===== src/rtl/mmc1_pkg.sv =====
// rtl/mmc1_pkg.sv - shared encodings for the MMC1 mapper controller
package mmc1_pkg;

    typedef enum logic [1:0] {
        SEL_CTRL = 2'd0,
        SEL_CHR0 = 2'd1,
        SEL_CHR1 = 2'd2,
        SEL_PRG  = 2'd3
    } reg_sel_t;

    typedef enum logic [1:0] {
        MIR_ONE_LO = 2'd0,
        MIR_ONE_HI = 2'd1,
        MIR_VERT   = 2'd2,
        MIR_HORZ   = 2'd3
    } mirror_t;

    typedef enum logic [1:0] {
        PRG_32K_A     = 2'd0,
        PRG_32K_B     = 2'd1,
        PRG_FIX_FIRST = 2'd2,
        PRG_FIX_LAST  = 2'd3
    } prg_mode_t;

    // Fixed-last-bank PRG mode, one-screen-low mirroring, 8KB CHR
    localparam logic [4:0] CTRL_RESET = 5'h0C;

endpackage


===== src/rtl/mmc1_if.sv =====
// rtl/mmc1_if.sv - CPU bus view of the $8000-$FFFF mapper window
interface mmc1_if;
    logic [14:0] cpu_addr;
    logic [7:0]  cpu_data_i;
    logic        cpu_rw;
    logic        romsel;

    modport master (output cpu_addr, cpu_data_i, cpu_rw, romsel);
    modport slave  (input  cpu_addr, cpu_data_i, cpu_rw, romsel);
endinterface


===== src/rtl/mmc1_shift.sv =====
// rtl/mmc1_shift.sv - MMC1 serial loader: 5-bit LSB-first shift with back-to-back write filter
module mmc1_shift (
    input  logic       clk_cpu,
    input  logic       rst_n,
    input  logic       wr_cycle,
    input  logic       data_bit,
    input  logic       reset_bit,
    output logic       load_stb,
    output logic [4:0] load_value,
    output logic       reset_stb
);

    logic [4:0] shift_q;
    logic [2:0] count_q;
    logic       last_accept_q;
    logic       accept;

    // A write right after an accepted one is the dummy cycle of a CPU read-modify-write
    assign accept     = wr_cycle & ~last_accept_q;
    assign reset_stb  = accept & reset_bit;
    assign load_stb   = accept & ~reset_bit & (count_q == 3'd4);
    assign load_value = {data_bit, shift_q[4:1]};

    always_ff @(posedge clk_cpu) begin
        if (!rst_n) begin
            shift_q       <= '0;
            count_q       <= '0;
            last_accept_q <= 1'b0;
        end else begin
            last_accept_q <= accept;
            if (reset_stb || load_stb) begin
                shift_q <= '0;
                count_q <= '0;
            end else if (accept) begin
                shift_q <= {data_bit, shift_q[4:1]};
                count_q <= count_q + 3'd1;
            end
        end
    end

endmodule


===== src/rtl/mmc1_ctrl.sv =====
// rtl/mmc1_ctrl.sv - MMC1 register file and PRG/CHR bank mapping
module mmc1_ctrl
    import mmc1_pkg::*;
#(
    parameter int PRG_BANK_BITS = 4,
    parameter int CHR_BANK_BITS = 5
) (
    input  logic                     clk_cpu,
    input  logic                     rst_n,
    mmc1_if.slave                    bus,
    output logic [PRG_BANK_BITS-1:0] prg_bank,
    output logic [CHR_BANK_BITS-1:0] chr_bank0,
    output logic [CHR_BANK_BITS-1:0] chr_bank1,
    output logic                     chr_mode,
    output logic [1:0]               mirror,
    output logic                     prg_ram_en,
    output logic                     cfg_commit
);

    logic [4:0]               ctrl_q;
    logic [CHR_BANK_BITS-1:0] chr0_q;
    logic [CHR_BANK_BITS-1:0] chr1_q;
    logic [PRG_BANK_BITS-1:0] prg_q;
    logic                     prg_ram_dis_q;

    logic       load_stb;
    logic       reset_stb;
    logic [4:0] load_value;
    logic       unused_bus;

    assign unused_bus = &{1'b0, bus.cpu_addr[12:0], bus.cpu_data_i[6:1]};

    mmc1_shift u_shift (
        .clk_cpu    (clk_cpu),
        .rst_n      (rst_n),
        .wr_cycle   (bus.romsel & ~bus.cpu_rw),
        .data_bit   (bus.cpu_data_i[0]),
        .reset_bit  (bus.cpu_data_i[7]),
        .load_stb   (load_stb),
        .load_value (load_value),
        .reset_stb  (reset_stb)
    );

    always_ff @(posedge clk_cpu) begin
        if (!rst_n) begin
            ctrl_q        <= CTRL_RESET;
            chr0_q        <= '0;
            chr1_q        <= '0;
            prg_q         <= '0;
            prg_ram_dis_q <= 1'b0;
            cfg_commit    <= 1'b0;
        end else begin
            cfg_commit <= load_stb | reset_stb;
            if (reset_stb) begin
                ctrl_q <= ctrl_q | CTRL_RESET;
            end else if (load_stb) begin
                case (reg_sel_t'(bus.cpu_addr[14:13]))
                    SEL_CTRL: ctrl_q <= load_value;
                    SEL_CHR0: chr0_q <= CHR_BANK_BITS'(load_value);
                    SEL_CHR1: chr1_q <= CHR_BANK_BITS'(load_value);
                    SEL_PRG: begin
                        prg_q         <= PRG_BANK_BITS'(load_value);
                        prg_ram_dis_q <= load_value[4];
                    end
                    default: ;
                endcase
            end
        end
    end

    // cpu_addr[14] selects the $8000 or $C000 half of the PRG window
    always_comb begin
        prg_bank = prg_q;
        case (prg_mode_t'(ctrl_q[3:2]))
            PRG_32K_A, PRG_32K_B: prg_bank = {prg_q[PRG_BANK_BITS-1:1], bus.cpu_addr[14]};
            PRG_FIX_FIRST:        prg_bank = bus.cpu_addr[14] ? prg_q : '0;
            PRG_FIX_LAST:         prg_bank = bus.cpu_addr[14] ? '1 : prg_q;
            default: ;
        endcase
    end

    assign chr_bank0  = chr0_q;
    assign chr_bank1  = chr1_q;
    assign mirror     = ctrl_q[1:0];
    assign chr_mode   = ctrl_q[4];
    assign prg_ram_en = ~prg_ram_dis_q;

endmodule


===== src/flat_wrapper.sv =====
// flat-port wrapper written by rule: the top's interface ports become plain ports
module mmc1_ctrl_flat import mmc1_pkg::*;
#(
    parameter int PRG_BANK_BITS = 4,
    parameter int CHR_BANK_BITS = 5
)
  (clk_cpu, rst_n, prg_bank, chr_bank0, chr_bank1, chr_mode, mirror, prg_ram_en, cfg_commit, bus_cpu_addr, bus_cpu_data_i, bus_cpu_rw, bus_romsel);
  mmc1_if bus_i ();
  input  logic clk_cpu;
  input  logic rst_n;
  output logic [PRG_BANK_BITS-1:0] prg_bank;
  output logic [CHR_BANK_BITS-1:0] chr_bank0;
  output logic [CHR_BANK_BITS-1:0] chr_bank1;
  output logic chr_mode;
  output logic [1:0] mirror;
  output logic prg_ram_en;
  output logic cfg_commit;
  input wire logic [$bits(bus_i.cpu_addr)-1:0] bus_cpu_addr;
  input wire logic [$bits(bus_i.cpu_data_i)-1:0] bus_cpu_data_i;
  input wire logic [$bits(bus_i.cpu_rw)-1:0] bus_cpu_rw;
  input wire logic [$bits(bus_i.romsel)-1:0] bus_romsel;
  assign bus_i.cpu_addr = bus_cpu_addr;
  assign bus_i.cpu_data_i = bus_cpu_data_i;
  assign bus_i.cpu_rw = bus_cpu_rw;
  assign bus_i.romsel = bus_romsel;
  mmc1_ctrl #(.PRG_BANK_BITS(PRG_BANK_BITS), .CHR_BANK_BITS(CHR_BANK_BITS)) u_core (.clk_cpu(clk_cpu), .rst_n(rst_n), .bus(bus_i), .prg_bank(prg_bank), .chr_bank0(chr_bank0), .chr_bank1(chr_bank1), .chr_mode(chr_mode), .mirror(mirror), .prg_ram_en(prg_ram_en), .cfg_commit(cfg_commit));
endmodule

===== config.mk =====
export PLATFORM = sky130hd
export DESIGN_NAME = mmc1_ctrl_flat
export DESIGN_NICKNAME = d
export VERILOG_FILES = /design/src/rtl/mmc1_pkg.sv /design/src/rtl/mmc1_if.sv /design/src/rtl/mmc1_shift.sv /design/src/rtl/mmc1_ctrl.sv /design/src/flat_wrapper.sv
export SDC_FILE = /design/constraint.sdc
export NUM_CORES = 1
export LEC_CHECK = 0
export CAP_MARGIN = 30
export CORE_ASPECT_RATIO = 0.6
export CORE_UTILIZATION = 48
export CTS_CLUSTER_SIZE = 16
export DETAILED_ROUTE_END_ITERATION = 8
export GPL_ROUTABILITY_DRIVEN = 0
export PLACE_DENSITY = 0.84
export SYNTH_ARGS = -nofsm -noshare
export SYNTH_HDL_FRONTEND = slang
export SYNTH_HIERARCHICAL = 1
export SYNTH_SLANG_ARGS = --single-unit

===== constraint.sdc =====
create_clock -name clk_cpu -period 5.2 [get_ports clk_cpu]
set_clock_uncertainty 0.2 [all_clocks]
set_input_delay 1.04 -clock clk_cpu [delete_from_list [all_inputs] [get_ports clk_cpu]]
set_output_delay 1.04 -clock clk_cpu [all_outputs]
set_load 0.01 [all_outputs]

==> summary.txt <==
starting density of the core: 51.7%
hold depth: 2
largest net degree at the start of global routing: 30
Tot GR Track Use: 20.5%
CTS Buffer Depth: 2
die area: 3000 sq um
area share of fa/ha/maj cells after synthesis: 1.88%
mux cell area share after synthesis: 14.3%
final setup fails: 0
clock root buffer: clkbuf_8
Die W: 70.0 microns
r2r worst-path depth: 7
fraction of layout cells with a size suffix above 1: 9.09%
Synth cell types: 31
post-CTS setup buffers: 0
Synth Area in Simple Gates: 22.5%
Post-synth ARST share: 0%
DR iter-0 viols: 53
Core Box Area: 2570 sq um
Seq cells post-synth: 29
RSZ-0062 raised after global routing: false
final non-filler cell area: 1640 sq um
die height: 42.8 microns
floorplan row count: 14
number of port buffers: 26
Layout area overhead: 23.4%
FMAX: 0.254 GHz
vias in the first global route: 968
period utilization: 75.6%
Post-synth EDFFs: 0
largest family of logic cells by synthesized area: simple AND/OR/NAND/NOR gates
leakage power: 0.000591 uW
CP Max Fanout: 12
CP Data Arrival Time: 2690 ps
CTS Hold Bufs: 0
Antenna Cells: 0
minimum clock period: 3930 ps
Setup TNS: 0 ps
Crit Path Class: in -> out
# nets final: 193
ANT nets after route: 0
total number of vias: 998
Tightest Pin Transition: 989 ps
Worst slew margin: 33.9%
Post-DP HPWL: 1.87 mm
WHS Endpoint: u_core/chr_bank0[3]
worst hold start: u_core/chr_bank0[3]
Top FF cell, synth: dfxtp_1
reg-to-reg slack, setup: 2900 ps
Synthesized Nets: 169
Post-Synth XOR/XNOR Area: 1.31%
placed instance count: 189
VDD IR max: 0.173 mV
Mean Syn Cell Area: 9.52 sq um
first-pass GRT wire length: 4.56 mm
HP Class: reg -> reg
most common library cell in the layout ignoring fill and taps: nand2_1
CP required: 3960 ps
post-synthesis cell count: 140
Crit. End Element: primary output
Most Crowded Layer GR: met2
Cell Area, Synth: 1330 sq um
RR Startpoint: u_core/u_shift/count_q[0]
grt ovf: 0
Area after DPL: 1560 sq um
Pre-Repair DR Iteration Count: 4
outcome: completed
Synth Area in Compound Gates: 8.26%
initial antenna violation count: 0
Ys Warns: 6
I/O pin count: 46
residual DRC count: 0
total power divided by cell area: 262 nW/um^2
final worst slack: 1270 ps
Reg-to-Reg End: u_core/chr_bank0[2]
Max-cap violations: 0
Seq/Total Area, Yosys: 43.6%
met2 usage: 30.8%
H-tree depth: 2
Slew Limit Fails: 0
Total Wirelength: 2.66 mm
CTS Buf Count: 5
met3 GRT Util: 8.79%
Sink Count: 29
WL/cell: 13.5 microns
Post-Layout Cell Count: 197
post-place setup slack: 1260 ps
Fillers: 202
Reg clk slew, reported paths: 60 ps
Post-CTS Resized: 0
routing usage on met1: 26.0%
Fin. Hold Viols: 0
most frequent cells in the layout: nand2_1 (34), dfxtp_1 (29), clkdlybuf4s50_1 (26)
Vias/cell: 5.07
CTS tree: built
crit start category: input pin
Worst-Skew Late Latency: 280 ps
[synthesized netlist by cell type, types with 2 or more instances]
library cell | number | area (sq um)
buf_4 | 4 | 30.0
o22ai_1 | 3 | 18.8
nor2b_1 | 2 | 12.5
nor3b_1 | 3 | 22.5
nand2_1 | 34 | 128
buf_2 | 3 | 15.0
inv_1 | 8 | 30.0
and2_2 | 2 | 15.0
a21oi_1 | 10 | 50.1
buf_6 | 3 | 33.8
dfxtp_1 | 29 | 581
ha_1 | 2 | 25.0
mux2i_1 | 19 | 190
[state kept, by name, summed over array words and instances (netlist names)]
register / count
u_core/cfg_commit: 1
u_core/chr_bank0: 5
u_core/chr_bank1: 5
u_core/ctrl_q: 5
u_core/prg_q: 4
u_core/prg_ram_dis_q: 1
u_core/u_shift/count_q: 3
u_core/u_shift/last_accept_q: 1
u_core/u_shift/shift_q: 4
[worst max-delay path by stage]
stage                          start             endpoint  slack [ps]  cells after the start
finish              bus_cpu_addr[14]          prg_bank[3]        1270                      4
global route        bus_cpu_addr[14]          prg_bank[3]        1160                      4
CTS                 bus_cpu_addr[14]          prg_bank[3]        1260                      4
detailed placement  bus_cpu_addr[14]          prg_bank[3]        1260                      4
global placement    bus_cpu_addr[14]          prg_bank[3]        1340                      4
floorplan                 bus_romsel  u_core/chr_bank0[0]        2410                      6
[area by class of cell]
cell class                 instances  area, sq um  share of cell area, %
clock buffer                       6         72.6                   4.41
clock inverter                     2         10.0                  0.609
inverter                           8         30.0                   1.83
multi-input combinational         93          643                   39.1
sequential                        29          581                   35.3
tap                               32         40.0                   2.44
timing repair buffer              27          268                   16.3
[routing by layer]
layer  wire length (microns)  part of all wire, %
met4                      55                  2.1
met3                     163                  6.1
met5                       0                    0
met1                    1330                   50
met2                    1110                   42
[critical path, cell delays in order]
cell and delay [ps]:
clkdlybuf4s50_1 760, nor2b_1 150, o22ai_1 180, clkdlybuf4s50_1 550
[through the flow]
stage	hold slack [ps]	power (uW)	util, %
floorplan	235	251	-
global placement	243	261	60.6
detailed placement	251	262	60.6
CTS	265	439	63.8
global route	277	452	63.8
finish	261	431	63.8
[logic make-up (layout without fill, tap and decap cells)]
family,Yosys count,after routing
multiplexers,19,19
AO/OA/AOI/OAI,17,17
buffers and inverters,18,43
XOR/XNOR,2,2
adder cells (fa/ha/maj),2,2
flip-flops,29,29
AND/OR/NAND/NOR,53,53
[report_power, final]
group	leakage [uW]	switching, uW	total, uW	internal (uW)
Combinational	0.000312	17.0	31.6	14.6
Clock	0.0000450	81.9	174	92.4
Sequential	0.000234	1.57	226	224
Total	0.000591	100	431	331
Note: power is estimated with default switching activity, not from simulation.
